===== src/rtl/max7219_update_scheduler.sv =====
// MAX7219 traffic sequencer: power-up configuration, per-tick digit frames and brightness
// writes, serialised onto one 16-bit SPI word shifter with cs_n framing and inter-word gaps.
`timescale 1ns/1ps
module max7219_update_scheduler #(
  parameter int unsigned NUM_DIGITS     = 6,
  parameter logic [7:0]  DECODE_MASK    = 8'h3F,
  parameter logic [3:0]  INTENSITY_INIT = 4'h8,
  parameter int unsigned CS_GAP         = 16,
  parameter int unsigned TIMEOUT        = 255
) (
  input  logic                    clk,
  input  logic                    rst_n,
  input  logic                    en_i,
  input  logic                    frame_tick_i,
  input  logic [4*NUM_DIGITS-1:0] digits_i,
  input  logic [NUM_DIGITS-1:0]   dp_mask_i,
  input  logic [3:0]              intensity_i,
  input  logic                    intensity_upd_i,
  output logic [15:0]             tx_word_o,
  output logic                    tx_valid_o,
  input  logic                    tx_ready_i,
  input  logic                    tx_done_i,
  output logic                    cs_n_o,
  output logic                    busy_o,
  output logic                    init_done_o,
  output logic                    frame_done_o,
  output logic                    overrun_o,
  output logic                    timeout_err_o
);

  localparam int unsigned GAP_W      = $clog2(CS_GAP) + 1;
  localparam int unsigned TOUT_W     = 8;
  localparam int unsigned IDX_W      = 3;
  localparam int unsigned INIT_WORDS = 5;

  typedef enum logic [2:0] {S_INIT, S_LOAD, S_SEND, S_SHIFT, S_GAP, S_IDLE} state_t;
  typedef enum logic [1:0] {SQ_INIT, SQ_FRAME, SQ_INT} seq_t;

  state_t                  state_q;
  seq_t                    seq_q;
  logic [IDX_W-1:0]        idx_q;
  logic [GAP_W-1:0]        gap_q;
  logic [TOUT_W-1:0]       tout_q;
  logic [3:0]              int_reg_q;
  logic                    int_pend_q, frame_pend_q, abort_q;
  logic [4*NUM_DIGITS-1:0] dig_q;
  logic [NUM_DIGITS-1:0]   dp_q;
  logic [15:0]             tx_word_q;
  logic                    tx_valid_q, cs_n_q, init_done_q, frame_done_q, overrun_q, timeout_err_q;

  logic [IDX_W-1:0]        idx_d;
  logic [15:0]             word_next_d, word_int_d, word_frame0_d, word_init0_d;

  // Word for position idx of a sequence; frame words take digit/dp sources explicitly
  function automatic logic [15:0] word_f(input seq_t seq, input logic [IDX_W-1:0] idx,
                                         input logic [4*NUM_DIGITS-1:0] dig,
                                         input logic [NUM_DIGITS-1:0] dp, input logic [3:0] ir);
    logic [15:0] w;
    w = 16'h0000;
    case (seq)
      SQ_INIT: begin
        case (idx)
          3'd0:    w = 16'h0C01;
          3'd1:    w = {8'h09, DECODE_MASK};
          3'd2:    w = {8'h0B, 8'(NUM_DIGITS - 1)};
          3'd3:    w = {8'h0A, 4'h0, ir};
          default: w = 16'h0F00;
        endcase
      end
      SQ_FRAME: w = {8'(idx) + 8'd1, dp[idx], 3'b000, dig[4*idx +: 4]};
      default:  w = {8'h0A, 4'h0, ir};
    endcase
    return w;
  endfunction

  function automatic logic [IDX_W-1:0] last_f(input seq_t seq);
    logic [IDX_W-1:0] l;
    case (seq)
      SQ_INIT:  l = IDX_W'(INIT_WORDS - 1);
      SQ_FRAME: l = IDX_W'(NUM_DIGITS - 1);
      default:  l = '0;
    endcase
    return l;
  endfunction

  always_comb begin
    idx_d         = idx_q + IDX_W'(1);
    word_next_d   = word_f(seq_q, idx_d, dig_q, dp_q, int_reg_q);
    word_int_d    = word_f(SQ_INT, '0, dig_q, dp_q, int_reg_q);
    word_frame0_d = word_f(SQ_FRAME, '0, digits_i, dp_mask_i, int_reg_q);
    word_init0_d  = word_f(SQ_INIT, '0, dig_q, dp_q, int_reg_q);
  end

  always_ff @(posedge clk or negedge rst_n) begin
    if (!rst_n) begin
      state_q       <= S_INIT;
      seq_q         <= SQ_INIT;
      idx_q         <= '0;
      gap_q         <= '0;
      tout_q        <= '0;
      int_reg_q     <= INTENSITY_INIT;
      int_pend_q    <= 1'b0;
      frame_pend_q  <= 1'b0;
      abort_q       <= 1'b0;
      dig_q         <= '0;
      dp_q          <= '0;
      tx_word_q     <= '0;
      tx_valid_q    <= 1'b0;
      cs_n_q        <= 1'b1;
      init_done_q   <= 1'b0;
      frame_done_q  <= 1'b0;
      overrun_q     <= 1'b0;
      timeout_err_q <= 1'b0;
    end else begin
      frame_done_q <= 1'b0;
      if (intensity_upd_i) int_reg_q <= intensity_i;
      case (state_q)
        S_INIT: begin
          seq_q     <= SQ_INIT;
          idx_q     <= '0;
          tx_word_q <= word_init0_d;
          cs_n_q    <= 1'b0;
          state_q   <= S_LOAD;
        end
        S_LOAD: begin
          tx_valid_q <= 1'b1;
          state_q    <= S_SEND;
        end
        S_SEND: begin
          if (tx_ready_i) begin
            tx_valid_q <= 1'b0;
            tout_q     <= '0;
            state_q    <= S_SHIFT;
          end
        end
        S_SHIFT: begin
          if (tx_done_i) begin
            cs_n_q  <= 1'b1;
            gap_q   <= '0;
            state_q <= S_GAP;
          end else if (tout_q == TOUT_W'(TIMEOUT - 1)) begin
            // Lost shifter: release the bus, drop the frame, then reconfigure from scratch
            cs_n_q        <= 1'b1;
            timeout_err_q <= 1'b1;
            frame_pend_q  <= 1'b0;
            init_done_q   <= 1'b0;
            abort_q       <= 1'b1;
            gap_q         <= '0;
            state_q       <= S_GAP;
          end else begin
            tout_q <= tout_q + TOUT_W'(1);
          end
        end
        S_GAP: begin
          if (gap_q == GAP_W'(CS_GAP - 1)) begin
            if (abort_q) begin
              abort_q <= 1'b0;
              state_q <= S_INIT;
            end else if (idx_q != last_f(seq_q)) begin
              idx_q     <= idx_d;
              tx_word_q <= word_next_d;
              cs_n_q    <= 1'b0;
              state_q   <= S_LOAD;
            end else begin
              if (seq_q == SQ_INIT)  init_done_q  <= 1'b1;
              if (seq_q == SQ_FRAME) frame_done_q <= 1'b1;
              state_q <= S_IDLE;
            end
          end else begin
            gap_q <= gap_q + GAP_W'(1);
          end
        end
        S_IDLE: begin
          if (int_pend_q) begin
            int_pend_q <= 1'b0;
            seq_q      <= SQ_INT;
            idx_q      <= '0;
            tx_word_q  <= word_int_d;
            cs_n_q     <= 1'b0;
            state_q    <= S_LOAD;
          end else if (frame_pend_q) begin
            frame_pend_q <= 1'b0;
            dig_q        <= digits_i;
            dp_q         <= dp_mask_i;
            seq_q        <= SQ_FRAME;
            idx_q        <= '0;
            tx_word_q    <= word_frame0_d;
            cs_n_q       <= 1'b0;
            state_q      <= S_LOAD;
          end
        end
        default: state_q <= S_INIT;
      endcase
      // New requests override any clear made above in the same cycle
      if (en_i && frame_tick_i) begin
        frame_pend_q <= 1'b1;
        if (frame_pend_q) overrun_q <= 1'b1;
      end
      if (intensity_upd_i) int_pend_q <= 1'b1;
    end
  end

  assign tx_word_o     = tx_word_q;
  assign tx_valid_o    = tx_valid_q;
  assign cs_n_o        = cs_n_q;
  assign busy_o        = (state_q != S_IDLE);
  assign init_done_o   = init_done_q;
  assign frame_done_o  = frame_done_q;
  assign overrun_o     = overrun_q;
  assign timeout_err_o = timeout_err_q;

endmodule


===== config.mk =====
export PLATFORM = sky130hd
export DESIGN_NAME = max7219_update_scheduler
export DESIGN_NICKNAME = d
export VERILOG_FILES = /design/src/rtl/max7219_update_scheduler.sv
export SDC_FILE = /design/constraint.sdc
export NUM_CORES = 1
export LEC_CHECK = 0
export ABC_AREA = 1
export CORE_MARGIN = 4
export CORE_UTILIZATION = 54
export DETAILED_ROUTE_END_ITERATION = 10
export PLACE_DENSITY_LB_ADDON = 0.25
export SYNTH_ARGS = -nofsm -noshare
export SYNTH_HDL_FRONTEND = slang
export SYNTH_SLANG_ARGS = --single-unit

===== constraint.sdc =====
create_clock -name clk -period 2.49 [get_ports clk]
set_clock_uncertainty 0.2 [all_clocks]
set_input_delay 0.3735 -clock clk [delete_from_list [all_inputs] [get_ports clk]]
set_output_delay 0.3735 -clock clk [all_outputs]
set_load 0.05 [all_outputs]

==> results of run 1 <==
==> placed cells by master (no fill, tap or decap), drive strengths merged, types with 3 or more instances in the layout <==
cell type	n
o211ai	3
nand3	20
buf	10
o22ai	3
clkdlybuf4s50	56
clkinv	5
dfrtp	72
o21ai	54
a22oi	3
inv	69
clkbuf	11
ha	10
conb	5
nand4	4
nor2	33
nand2	171
a21oi	15
a211oi	3
o31ai	6
xor2	3
==> power breakdown <==
group | total [mW] | switching, mW | internal (mW) | leakage, nW
logic | 1.63 | 1.07 | 0.555 | 1.44
clock network | 1.01 | 0.443 | 0.563 | 0.107
registers | 1.75 | 0.194 | 1.56 | 0.819
total | 4.39 | 1.71 | 2.68 | 2.37
==> state kept, by name (all words and copies together) (netlist names) <==
signal,flops
init_done_o,1
idx_q,3
timeout_err_o,1
int_pend_q,1
tout_q,8
tx_word_o,10
int_reg_q,4
frame_done_o,1
dig_q,24
state_q,3
frame_pend_q,1
gap_q,5
abort_q,1
seq_q,2
overrun_o,1
dp_q,6
cs_n_o,1
tx_valid_o,1
==> cells by family (layout without fill, tap and decap cells) <==
logic type | count (synthesis) | count (layout)
xor+xnor | 5 | 5
buf+inv | 93 | 155
mux | 2 | 2
other cells | 1 | 5
fa+ha+maj | 10 | 10
simple gates | 234 | 234
flops | 74 | 74
compound gates | 92 | 92
==> path summary, 6_finish.rpt <==
kind / startpoint / endpoint
setup / recovery: seq_q[1]$_DFFE_PN0P_ / tx_word_o[11]$_DFFE_PN0P_
hold / removal: dig_q[16]$_DFFE_PN0P_ / dig_q[16]$_DFFE_PN0P_
setup reg to reg: seq_q[1]$_DFFE_PN0P_ / tx_word_o[11]$_DFFE_PN0P_
hold reg to reg: dig_q[16]$_DFFE_PN0P_ / dig_q[16]$_DFFE_PN0P_
max in group asynchronous: rst_n / int_reg_q[3]$_DFFE_PN1P_
min in group asynchronous: rst_n / dig_q[13]$_DFFE_PN0P_
==> area by class of cell <==
class	instances	area share (%)
multi-input combinational	348	36.7
clock inverter	5	1.60
inverter	71	5.48
sequential	74	37.6
timing repair buffer	68	13.5
clock buffer	11	2.66
tap	99	2.51
==> routing by layer <==
metal  global-route usage [%]  wire length (um)
met1                     30.4              4250
met3                     3.82               483
met4                     7.57               109
met2                     32.3              4080
met5                        0                 0
==> worst reg2reg max path, stage by stage, from the launching register on <==
cell      delay, ns
dfrtp_2        0.44
inv_2          0.08
nand2_1        0.12
clkinv_1       0.10
ha_1           0.27
nor2_1         0.10
nand3_1        0.14
nand3_2        0.15
nand2_2        0.08
nand2_4        0.14
inv_4          0.11
nor2_1         0.18
a31oi_4        0.04
==> timing repair <==
action | in CTS | in global routing
hold endpoints to repair | 72 | 0
hold buffers | 1 | 0
endpoints found under the setup margin | 1 | 1
gates resized for setup | 1 | 1
gates cloned | 0 | 0
==> stage by stage <==
step	hold slack [ns]	area [um^2]	total power, mW	utilization [%]
3_5_place_dp	0.238	4710	3.40	64.6
6_report	0.276	4930	4.39	67.6
3_3_place_gp	0.232	4710	3.35	64.6
5_1_grt	0.289	4930	4.68	67.6
4_1_cts	0.279	4930	4.41	67.6
2_1_floorplan	-0.122	4080	2.98	-
==> Flow_metrics.wiki, run 1 <==
{| class="wikitable"
! Metric !! Value
|-
| Placer's final routability congestion estimate || 0.936
|-
| Final period util || 92.2%
|-
| Most frequent cell after synthesis || nand2_1
|-
| Top-Level Pins || 64
|-
| Dominant combinational cell family by area after synthesis || simple AND/OR/NAND/NOR gates
|-
| Max_cap viols || 0
|-
| Result of the run || finished, final reports clean
|-
| Maximum fanout along the worst path || 13
|-
| # DRC || 0
|-
| #FFs+latches synth || 74
|-
| Placed cell count || approximately 660
|-
| Area share of the largest cell type after synthesis || 44.3%
|-
| Fraction of synthesized cell area in xor and xnor cells || roughly 1.1%
|-
| Die Y || 94.8 um
|-
| Type of the worst min-delay path || flip-flop to flip-flop
|-
| Antenna Nets Post-Route || 0
|-
| Synth top cells by count || 167 x nand2_1, 72 x dfrtp_1, 60 x inv_1
|-
| Nets@finish || ~620
|-
| Max Slew Vio Count || 0
|-
| Total die area || roughly 9000 um^2
|-
| Number of cells traversed by the worst hold path || 2
|-
| Clock input transition at the sequential cells of the worst setup and hold paths || 0.08 ns
|-
| Yosys top cell by area || dfrtp_1
|-
| Simple-Gate Fraction of Synth Area || 25.6%
|-
| Global-route wire length before repair || approximately 15000 um
|-
| Netlist Area Pre-Place || between 4000 and 5000 um^2
|-
| Portion of the post-synthesis area used by sequential elements || 45.6%
|-
| Number of buffers and inverters on the critical path || 3
|-
| FFs w/ async S/R, synth || 100%
|-
| Maximum VDD drop || 0.000438 V
|-
| Highest clock frequency the design can meet || 435 MHz
|-
| Number of DRC violations after detailed-routing iteration 0 || approximately 150
|-
| Adder-cell share of the synthesized area || 3.08%
|-
| Number of standard cells after synthesis || 511
|-
| Setup repair after global routing missed its margin || no
|-
| Global-route usage over all layers || a little over a fifth
|-
| Leakage component of the power || 2.37 nW
|-
| Synth-to-layout area growth || 21.3%
|-
| Multi-input gate area in the final layout || about 1800 um^2
|-
| Width of the die || 94.8 um
|-
| Post-layout instance count excluding filler cells || 676
|-
| # port buffers || 58
|-
| Syn avg cell area || 7.96 um^2
|-
| Number of global-route vias before repair || around 3.1k
|-
| Worst path required time || 2.50 ns
|-
| Family with the most delay on the worst path || simple AND/OR/NAND/NOR gates
|-
| Layout cells sized above 1 || 11.1%
|-
| Filler instances || 645
|-
| Pin count of the biggest net entering global routing || 75
|-
| Number of buffers inserted during clock tree synthesis || 9
|-
| Final wirelength || 8920 um
|-
| Sequential cell area || 1860 um^2
|-
| Antenna diode count || 0
|-
| Number of vias per cell || ~5.0
|-
| Total clock sinks || 74
|-
| Cell with the most instances on the worst path || nor2_1
|-
| Detailed Routing Iterations Pass 1 || 4
|-
| Element type at the critical path end || flip-flop
|-
| Minimum setup slack after placement || 0.174 ns
|-
| Antenna violations before repair || 0
|-
| Power density of the placed cells || 889 nW/um^2
|-
| Final hold violation count || 0
|-
| WS Path Type || flip-flop to flip-flop
|-
| Total number of yosys warnings || 0
|-
| Critical-path cell list || inv_2 -> nand2_1 -> clkinv_1 -> ha_1 -> nor2_1 -> nand3_1 -> nand3_2 -> nand2_2 -> nand2_4 -> inv_4 -> nor2_1 -> a31oi_4
|-
| Slowest cell on the critical path || dfrtp_2
|-
| Number of H-tree levels || 3
|-
| Largest cells by area after synthesis || dfrtp_1 44%, nand2_1 15%, o21ai_0 5.7%
|-
| Largest incremental delay on the critical path || approximately 0.44 ns
|-
| Worst R2R Setup Slack || 0.19 ns
|-
| Worst-case setup margin in the final layout || 0.193 ns
|-
| Area of the core region || between 7000 and 8000 um^2
|-
| Final critical path time including I/O delays and setup || between 2 and 2.5 ns
|-
| Kind of launch point of the worst setup path || flip-flop
|-
| Depth of the worst register-to-register path || 12
|-
| Setup bufs post-CTS || 0
|-
| HPWL reported at the end of detailed placement || between 6000 and 7000 um
|-
| CTS Buffer Depth || 2
|-
| Compound-gate portion of the synthesized area || 13.7%
|-
| Via count || 3412
|-
| Average routed wire per standard cell || 13.2 um
|-
| Clock tree from TritonCTS || yes
|-
| Placement row count || 31
|-
| Clock root buffer || clkbuf_8
|-
| Setup TNS after final layout || 0 ns
|-
| Stages on worst setup path || 12
|-
| Insertion delay to the later sink of the worst-skew pair || 0.36 ns
|-
| Flip-flop cell with the highest count after synthesis || dfrtp_1
|-
| Worst slew slack as a fraction of its limit || 65.6%
|-
| Congestion Overflow GR || 0
|-
| CP Data Arrival Time || 2.31 ns
|-
| Least-Margin Pin Slew || between 0.5 and 0.6 ns
|-
| EDFF count, synth || 0
|-
| Cell variety after synth || 49
|-
| Final setup violation count || 0
|-
| Effective utilization at floorplan || 55.7%
|-
| Mux contribution to synthesized area || 0.492%
|}
No activity file was read; power rests on OpenSTA's default activity.
==> run 2, diff against run 1 <==
--- a/config.mk
+++ b/config.mk
@@ -5,9 +5,9 @@
 export SDC_FILE = /design/constraint.sdc
 export NUM_CORES = 1
 export LEC_CHECK = 0
-export ABC_AREA = 1
 export CORE_MARGIN = 4
-export CORE_UTILIZATION = 54
+export CORE_UTILIZATION = 50
+export CTS_BUF_LIST = sky130_fd_sc_hd__clkbuf_8
 export DETAILED_ROUTE_END_ITERATION = 10
 export PLACE_DENSITY_LB_ADDON = 0.25
 export SYNTH_ARGS = -nofsm -noshare
==> constraint.sdc (replaced) <==
create_clock -name clk -period 2.1 [get_ports clk]
set_clock_uncertainty 0.2 [all_clocks]
set_input_delay 0.315 -clock clk [delete_from_list [all_inputs] [get_ports clk]]
set_output_delay 0.315 -clock clk [all_outputs]
set_load 0.05 [all_outputs]
==> run 2 against run 1 <==
- synthesized cell count shrank 28%
- register-to-register slack got worse by 0.19 ns
- the run now ends with setup timing left
- fmax up 9.3%
- sequential power grew 22%
- utilization fell by 0.61 points
- combinational power up 38%
- global-route usage shrank 1.9 points
- power increased by 25%
- setup slack lost 0.19 ns
==> Flow_metrics.wiki, run 2 <==
{| class="wikitable"
! Metric !! Value
|-
| Start of the worst register-to-register path || gap_q[0]$_DFFE_PN0P_
|-
| Cell variety after synth || 62 (+27%)
|-
| Congestion Overflow GR || 0 (unchanged)
|-
| Yosys top cell by area || dfrtp_1
|-
| Proportion of power drawn by the clock network || 19.9% (-3.1 points)
|-
| Effective utilization at floorplan || 51.3% (-4.4 points)
|-
| Depth of the worst register-to-register path || 10 (-2)
|-
| Total die area || 9420 um^2 (+4.9%)
|-
| Flip-flop cell with the highest count after synthesis || dfrtp_1
|-
| Mux contribution to synthesized area || 15.4% (+15 points)
|-
| FFs w/ async S/R, synth || 100% (unchanged)
|-
| Max Slew Vio Count || 0 (unchanged)
|-
| Worst R2R Setup Slack || -0.0006 ns (-0.19 ns)
|-
| Switching power share of the total || 38.5% (-0.46 points)
|-
| Clock tree from TritonCTS || yes
|-
| #FFs+latches synth || 74 (unchanged)
|-
| Kind of launch point of the worst setup path || flip-flop
|-
| Syn avg cell area || 10.8 um^2 (+36%)
|-
| Highest-count cells in the layout ignoring fill and taps || 69 x dfrtp_1, 51 x clkdlybuf4s50_1, 36 x nand2_1, 35 x buf_4, 30 x mux2_1
|-
| Total clock sinks || 74 (unchanged)
|-
| Design area || 5180 um^2 (+5.0%)
|-
| Capture instance of the worst register-to-register path || tx_word_o[8]$_DFFE_PN0P_
|-
| Type of the worst min-delay path || flip-flop to flip-flop
|-
| Placer's final routability congestion estimate || 0.844 (-9.8%)
|-
| Total number of yosys warnings || 0 (unchanged)
|-
| CP Data Arrival Time || 2.13 ns (-0.18 ns)
|-
| Pint || 3.37 mW (+26%)
|-
| Number of standard cells after synthesis || 366 (-28%)
|-
| Number of buffers inserted during clock tree synthesis || 9 (unchanged)
|-
| Largest cells by area after synthesis || dfrtp_1 45%, mux2_1 8.8%, nand2_1 3.6%
|-
| Slowest cell on the critical path || dfrtp_1
|-
| HPWL reported at the end of detailed placement || 6440 um (-4.4%)
|-
| Met3 capacity usage during global routing || 4.45% (+0.63 points)
|-
| Area share of the largest cell type after synthesis || 45.4% (+1.1 points)
|-
| Met1 track demand over resource in global routing || 24.6% (-5.8 points)
|-
| Worst slew slack as a fraction of its limit || 65.5% (-0.14 points)
|-
| Netlist Area Pre-Place || 3970 um^2 (-2.4%)
|-
| Detailed Routing Iterations Pass 1 || 4 (unchanged)
|-
| Number of H-tree levels || 3 (unchanged)
|-
| Maximum fanout along the worst path || 4 (-9)
|-
| WS Path Type || flip-flop to flip-flop
|-
| Met2 Usage GRT || 32.6% (+0.35 points)
|-
| Post-layout instance count excluding filler cells || 562 (-17%)
|-
| Most frequent cell after synthesis || dfrtp_1
|-
| Least-Margin Pin Slew || 0.517 ns (+0.00279 ns)
|-
| Number of global-route vias before repair || 3155 (+0.45%)
|-
| Placed cell count || 536 (-19%)
|-
| Hold Crit Start || timeout_err_o$_DFFE_PN0P_
|-
| Biggest register || dig_q
|-
| Worst path required time || 2.13 ns (-0.37 ns)
|-
| Global-route wire length before repair || 14900 um (+0.98%)
|-
| Most Crowded Layer GR || met2
|-
| Largest incremental delay on the critical path || 0.36 ns (-0.08 ns)
|-
| Adder-cell share of the synthesized area || 3.15% (+0.077 points)
|-
| Placement row count || 32 (+3.2%)
|-
| Die Y || 97.1 um (+2.4%)
|-
| Most common cell after layout, fill and taps aside || dfrtp_1
|-
| Leakage component of the power || 2.23 nW (-5.6%)
|-
| Antenna violations before repair || 0 (unchanged)
|-
| Antenna diode count || 0 (unchanged)
|-
| Final hold violation count || 0 (unchanged)
|-
| Highest clock frequency the design can meet || 476 MHz (+9.3%)
|-
| Clock input transition at the sequential cells of the worst setup and hold paths || 0.08 ns (about the same)
|-
| # port buffers || 58 (unchanged)
|-
| Hold path endpoint || timeout_err_o$_DFFE_PN0P_
|-
| Compound-gate portion of the synthesized area || 12.7% (-1.0 points)
|-
| Synth-to-layout area growth || 30.6%
|-
| Net load switching power || 2.11 mW (+23%)
|-
| Element type at the critical path end || flip-flop
|-
| Final setup violation count || 1 (+1)
|-
| Flip-flop count of the largest register after layout || 24 (unchanged)
|-
| EDFF count, synth || 0 (unchanged)
|-
| Final wirelength || 8980 um (+0.61%)
|-
| Final critical path time including I/O delays and setup || 2.10 ns (-0.196 ns)
|-
| Synth top cells by count || 72 x dfrtp_1, 38 x nand2_1, 31 x mux2_1
|-
| Via count || 3039 (-11%)
|-
| Antenna Nets Post-Route || 0 (unchanged)
|-
| Global-route usage over all layers || 19.3% (-1.9 points)
|-
| Family with the most delay on the worst path || compound AO/OA/AOI/OAI gates
|-
| Insertion delay to the later sink of the worst-skew pair || 0.35 ns (about the same)
|-
| Area of the core region || 7730 um^2 (+6.0%)
|-
| Failing checks || setup timing
|-
| Number of vias per cell || 5.41 (+7.1%)
|-
| CTS Buffer Depth || 2 (unchanged)
|-
| Gate power share || 41.2% (+4.1 points)
|-
| Number of DRC violations after detailed-routing iteration 0 || 176 (+19%)
|-
| Power density of the placed cells || 1060 nW/um^2 (+19%)
|-
| Clock root buffer || clkbuf_8
|-
| Max_cap viols || 0 (unchanged)
|-
| Setup repair after global routing missed its margin || yes
|-
| Nets@finish || 506 (-19%)
|-
| Average routed wire per standard cell || 16.0 um (+21%)
|-
| Layout cells sized above 1 || 23.0% (+12 points)
|-
| Result of the run || complete, but fails checks
|-
| Width of the die || 97.1 um (+2.4%)
|-
| Critical-path cell list || ha_2 -> and3_4 -> ha_4 -> nand4bb_4 -> a211oi_4 -> buf_4 -> buf_6 -> o21ai_2 -> a31oi_1 -> a21oi_1
|-
| Portion of the post-synthesis area used by sequential elements || 46.8% (+1.1 points)
|-
| Maximum VDD drop || 0.000671 V (+53%)
|-
| Fraction of synthesized cell area in xor and xnor cells || 2.56% (+1.5 points)
|-
| Number of buffers and inverters on the critical path || 2 (-1)
|-
| Worst-case setup margin in the final layout || -0.000562 ns (-0.194 ns)
|-
| Minimum setup slack after placement || -0.0374 ns (-0.211 ns)
|-
| Number of cells traversed by the worst hold path || 1 (-1)
|-
| Pin count of the biggest net entering global routing || 75 (unchanged)
|-
| Dominant combinational cell family by area after synthesis || multiplexers
|-
| Top-Level Pins || 64 (unchanged)
|-
| Instance area after placement || 4810 um^2 (+2.1%)
|-
| Share of power burned in registers || 39.0% (-1.0 points)
|-
| # DRC || 0 (unchanged)
|-
| Simple-Gate Fraction of Synth Area || 15.0% (-11 points)
|-
| Final period util || 100% (+7.8 points)
|}
-- run 2: worst reg2reg max path: stages, from the launching register on --
cell and delay [ns]:
dfrtp_1 0.36, ha_2 0.19, and3_4 0.20, ha_4 0.15, nand4bb_4 0.12, a211oi_4 0.23, buf_4 0.16, buf_6 0.10
o21ai_2 0.05, a31oi_1 0.17, a21oi_1 0.06
-- run 2: how the worst max path moves through the flow --
stage	depth (start not counted)	start	end	slack [ns]
2_1_floorplan	8	gap_q[0]$_DFFE_PN0P_	tx_word_o[9]$_DFFE_PN0P_	0.01
3_3_place_gp	8	gap_q[1]$_DFFE_PN0P_	tx_word_o[9]$_DFFE_PN0P_	0.03
3_5_place_dp	8	gap_q[1]$_DFFE_PN0P_	tx_word_o[9]$_DFFE_PN0P_	-0.04
4_1_cts	8	gap_q[1]$_DFFE_PN0P_	tx_word_o[9]$_DFFE_PN0P_	-0.02
5_1_grt	8	gap_q[0]$_DFFE_PN0P_	tx_word_o[9]$_DFFE_PN0P_	-0.11
6_report	10	gap_q[0]$_DFFE_PN0P_	tx_word_o[8]$_DFFE_PN0P_	-0.0006
-- run 2: power groups by stage --
| stage | clock network (mW) | registers, mW | logic, mW |
|---|---|---|---|
| after floorplan | 0 | 2.35 | 1.15 |
| after global placement | 0 | 2.12 | 2.01 |
| after detailed placement | 0 | 2.14 | 2.05 |
| after CTS | 1.11 | 2.12 | 2.13 |
| after global routing | 1.16 | 2.19 | 2.44 |
| final | 1.09 | 2.14 | 2.25 |
-- run 2: per-stage QoR --
stage	hold slack (ns)	setup TNS [ns]	power, mW	utilization, %
4_1_cts	0.281	-0.0190	5.36	65.7
2_1_floorplan	-0.181	0	3.50	-
3_3_place_gp	0.178	0	4.13	62.2
6_report	0.274	-0.000562	5.48	67.0
5_1_grt	0.305	-1.05	5.79	67.0
3_5_place_dp	0.177	-0.0559	4.20	62.2
-- run 2: cell families after synthesis --
kind of cell | Yosys count
AOI/OAI and AO/OA | 74
xor gates and xnor gates | 9
adders and majority gates | 10
buffers and inverters | 33
DFF | 74
muxes | 50
other | 1
and+or+nand+nor | 115
-- run 2: per-layer routing --
layer  wire (um)  share of wire (%)  vias up
li1            -                  -     1476
met1        3970                 44     1484
met2        4480                 50       68
met3         434                4.8       11
met4          95                1.1        0
met5           0                  0        -
-- run 2: cell type report --
cell class                 instances  area, um^2
clock inverter                     7        70.1
sequential                        74        1860
multi-input combinational        263        2050
clock buffer                       9         124
timing repair buffer              97         912
tap                              102         128
fill                             588        2550
inverter                          10        40.0
-- run 2: what timing repair did --
item / 4_1_cts / 5_1_grt
cloned: 1 / 0
hold buffers: 1 / 0
buffers inserted: 3 / 5
hold endpoints to repair: 72 / 0
setup endpoints to repair: 7 / 18
pin swaps: 1 / 5
resized for setup: 8 / 15
==> run 3, diff against run 2 <==
--- a/config.mk
+++ b/config.mk
@@ -5,11 +5,10 @@
 export SDC_FILE = /design/constraint.sdc
 export NUM_CORES = 1
 export LEC_CHECK = 0
-export CORE_MARGIN = 4
 export CORE_UTILIZATION = 50
 export CTS_BUF_LIST = sky130_fd_sc_hd__clkbuf_8
 export DETAILED_ROUTE_END_ITERATION = 10
-export PLACE_DENSITY_LB_ADDON = 0.25
+export PLACE_DENSITY = 0.79
 export SYNTH_ARGS = -nofsm -noshare
 export SYNTH_HDL_FRONTEND = slang
 export SYNTH_SLANG_ARGS = --single-unit
==> run 3 against run 2 <==
- the run still ends with setup timing left
- global-route usage is 4.9 points higher
- die area is 12% lower
- combinational power hardly changed
- register-to-register slack worse by 0.07 ns
- non-clock buffer count is 3 lower
- first-iteration DRC count is 65% higher
- critical path type unchanged
==> Flow_metrics.wiki, run 3 (synthesized netlist as in run 2, its figures left out) <==
{| class="wikitable"
! Metric !! Value
|-
| Final period util || 103% (+3.1 points)
|-
| Element type at the critical path end || flip-flop
|-
| Max Slew Vio Count || 0 (unchanged)
|-
| Number of buffers inserted during clock tree synthesis || 9 (unchanged)
|-
| Effective utilization at floorplan || 51.6% (+0.27 points)
|-
| Maximum fanout along the worst path || 5 (+1)
|-
| Setup TNS after final layout || -0.151 ns (-0.151 ns)
|-
| Width of the die || 91.1 um (-6.2%)
|-
| # DRC || 0 (unchanged)
|-
| Minimum setup slack after placement || -0.0798 ns (-0.0425 ns)
|-
| Final critical path time including I/O delays and setup || 2.17 ns (+0.0650 ns)
|-
| Number of vias per cell || 5.73 (+6.0%)
|-
| Worst-case setup margin in the final layout || -0.0656 ns (-0.0650 ns)
|-
| Leakage component of the power || 2.21 nW (-1.1%)
|-
| Most common cell after layout, fill and taps aside || dfrtp_1
|-
| Biggest register || dig_q
|-
| WS Path Type || flip-flop to flip-flop
|-
| Layout cells sized above 1 || 21.7% (-1.3 points)
|-
| Number of global-route vias before repair || 3194 (+1.2%)
|-
| Number of DRC violations after detailed-routing iteration 0 || 290 (+65%)
|-
| Synth-to-layout area growth || 30.7% (about the same)
|-
| Filler instances || 584 (-0.68%)
|-
| Total clock sinks || 74 (unchanged)
|-
| Placed cell count || 534 (-0.37%)
|-
| Maximum VDD drop || 0.000648 V (-3.5%)
|-
| Power density of the placed cells || 1050 nW/um^2 (-0.39%)
|-
| CTS Buffer Depth || 2 (unchanged)
|-
| Die Y || 91.1 um (-6.2%)
|-
| Max_cap viols || 0 (unchanged)
|-
| Highest clock frequency the design can meet || 462 MHz (-3.0%)
|-
| Result of the run || complete, but fails checks
|-
| Highest-count cells in the layout ignoring fill and taps || 70 x dfrtp_1, 54 x clkdlybuf4s50_1, 38 x nand2_1, 34 x buf_4, 30 x mux2_1
|-
| Pin count of the biggest net entering global routing || 31 (-59%)
|-
| Antenna Nets Post-Route || 0 (unchanged)
|-
| Number of H-tree levels || 3 (unchanged)
|-
| Worst path required time || 2.13 ns (about the same)
|-
| Final wirelength || 9440 um (+5.2%)
|-
| Design area || 5180 um^2 (about the same)
|-
| Placement row count || 32 (unchanged)
|-
| Global-route usage over all layers || 24.1% (+4.9 points)
|-
| Failing checks || setup timing
|-
| Instance area after placement || 4800 um^2 (-0.21%)
|-
| Top-Level Pins || 64 (unchanged)
|-
| Clock root buffer || clkbuf_8
|-
| Placer's final routability congestion estimate || 0.901 (+6.8%)
|-
| Global-route wire length before repair || 15500 um (+4.2%)
|-
| Post-layout instance count excluding filler cells || 558 (-0.71%)
|-
| # port buffers || 58 (unchanged)
|-
| Via count || 3197 (+5.2%)
|-
| Flip-flop count of the largest register after layout || 24 (unchanged)
|-
| Total die area || 8290 um^2 (-12%)
|-
| HPWL reported at the end of detailed placement || 6690 um (+3.9%)
|-
| Kind of launch point of the worst setup path || flip-flop
|-
| Area of the core region || 7690 um^2 (-0.52%)
|-
| Total Power Consumption || 5.46 mW (-0.32%)
|-
| Setup repair after global routing missed its margin || yes
|-
| Congestion Overflow GR || 0 (unchanged)
|-
| Antenna diode count || 0 (unchanged)
|-
| Detailed Routing Iterations Pass 1 || 6 (+2)
|-
| Nets@finish || 503 (-0.59%)
|-
| Final hold violation count || 0 (unchanged)
|-
| Clock input transition at the sequential cells of the worst setup and hold paths || 0.08 ns (about the same)
|-
| Least-Margin Pin Slew || 0.510 ns (-0.00688 ns)
|-
| Type of the worst min-delay path || input port to asynchronous set/reset pin
|-
| Clock tree from TritonCTS || yes
|-
| Average routed wire per standard cell || 16.9 um (+5.9%)
|-
| Antenna violations before repair || 0 (unchanged)
|-
| Insertion delay to the later sink of the worst-skew pair || 0.35 ns (about the same)
|-
| Worst slew slack as a fraction of its limit || 65.9% (+0.41 points)
|-
| CP Data Arrival Time || 2.19 ns (+0.06 ns)
|-
| Multi-input gate area in the final layout || 2100 um^2 (+2.6%)
|-
| Sequential cell area || 1860 um^2 (about the same)
|-
| Final setup violation count || 3 (+2)
|}
## run 3: path summary, 6_finish.rpt
kind | startpoint | end | slack (ns) | cells past startpoint
hold / removal | rst_n | int_reg_q[2]$_DFFE_PN0P_ | 0.23 | 2
min in group clk | timeout_err_o$_DFFE_PN0P_ | timeout_err_o$_DFFE_PN0P_ | 0.27 | 1
setup reg to reg | gap_q[1]$_DFFE_PN0P_ | idx_q[2]$_DFFE_PN0P_ | -0.07 | 9
max in group asynchronous | rst_n | dig_q[19]$_DFFE_PN0P_ | 0.88 | 3
hold reg to reg | timeout_err_o$_DFFE_PN0P_ | timeout_err_o$_DFFE_PN0P_ | 0.27 | 1
setup / recovery | gap_q[1]$_DFFE_PN0P_ | idx_q[2]$_DFFE_PN0P_ | -0.07 | 9
## run 3: cell type report
class	count	area share [%]
tap	102	2.46
clock inverter	5	0.917
multi-input combinational	263	40.5
timing repair buffer	94	16.8
inverter	10	0.772
sequential	74	35.8
clock buffer	10	2.66
## run 3: what timing repair did
action                                 4_1_cts  5_1_grt
resized for setup                            7       16
pin swaps                                    8        2
setup buffers                                5        3
endpoints found under the hold margin       27        0
setup endpoints to repair                    7       23
cloned                                       1        0
hold buffers                                 1        0
## run 3: critical path, stage by stage (launching register included)
cell and delay, ns:
dfrtp_1 0.37, ha_2 0.19, and3_4 0.21, ha_4 0.15
nand4bb_4 0.12, a211oi_4 0.24, o22ai_4 0.14, buf_4 0.18
o21ai_1 0.16, o21ai_1 0.08
## run 3: routing by layer
| metal | vias up | part of all wire, % | GRT usage [%] | wire, um |
|---|---|---|---|---|
| li1 | 1466 | - | - | - |
| met1 | 1565 | 42 | 30.1 | 3940 |
| met2 | 139 | 50 | 40.8 | 4710 |
| met3 | 27 | 5.4 | 4.10 | 506 |
| met4 | 0 | 2.9 | 11.2 | 277 |
| met5 | - | 0 | 0 | 0 |
## run 3: report_power, final
part           internal (mW)  leakage (nW)  switching [mW]
logic                  0.978          1.20            1.28
clock network          0.563         0.105           0.519
registers               1.81         0.900           0.311
## run 3: per-stage QoR
step | util [%] | hold slack (ns)
floorplan | - | -0.181
global placement | 62.4 | 0.0670
detailed placement | 62.4 | 0.0697
CTS | 65.9 | 0.237
global route | 67.4 | 0.269
finish | 67.4 | 0.231
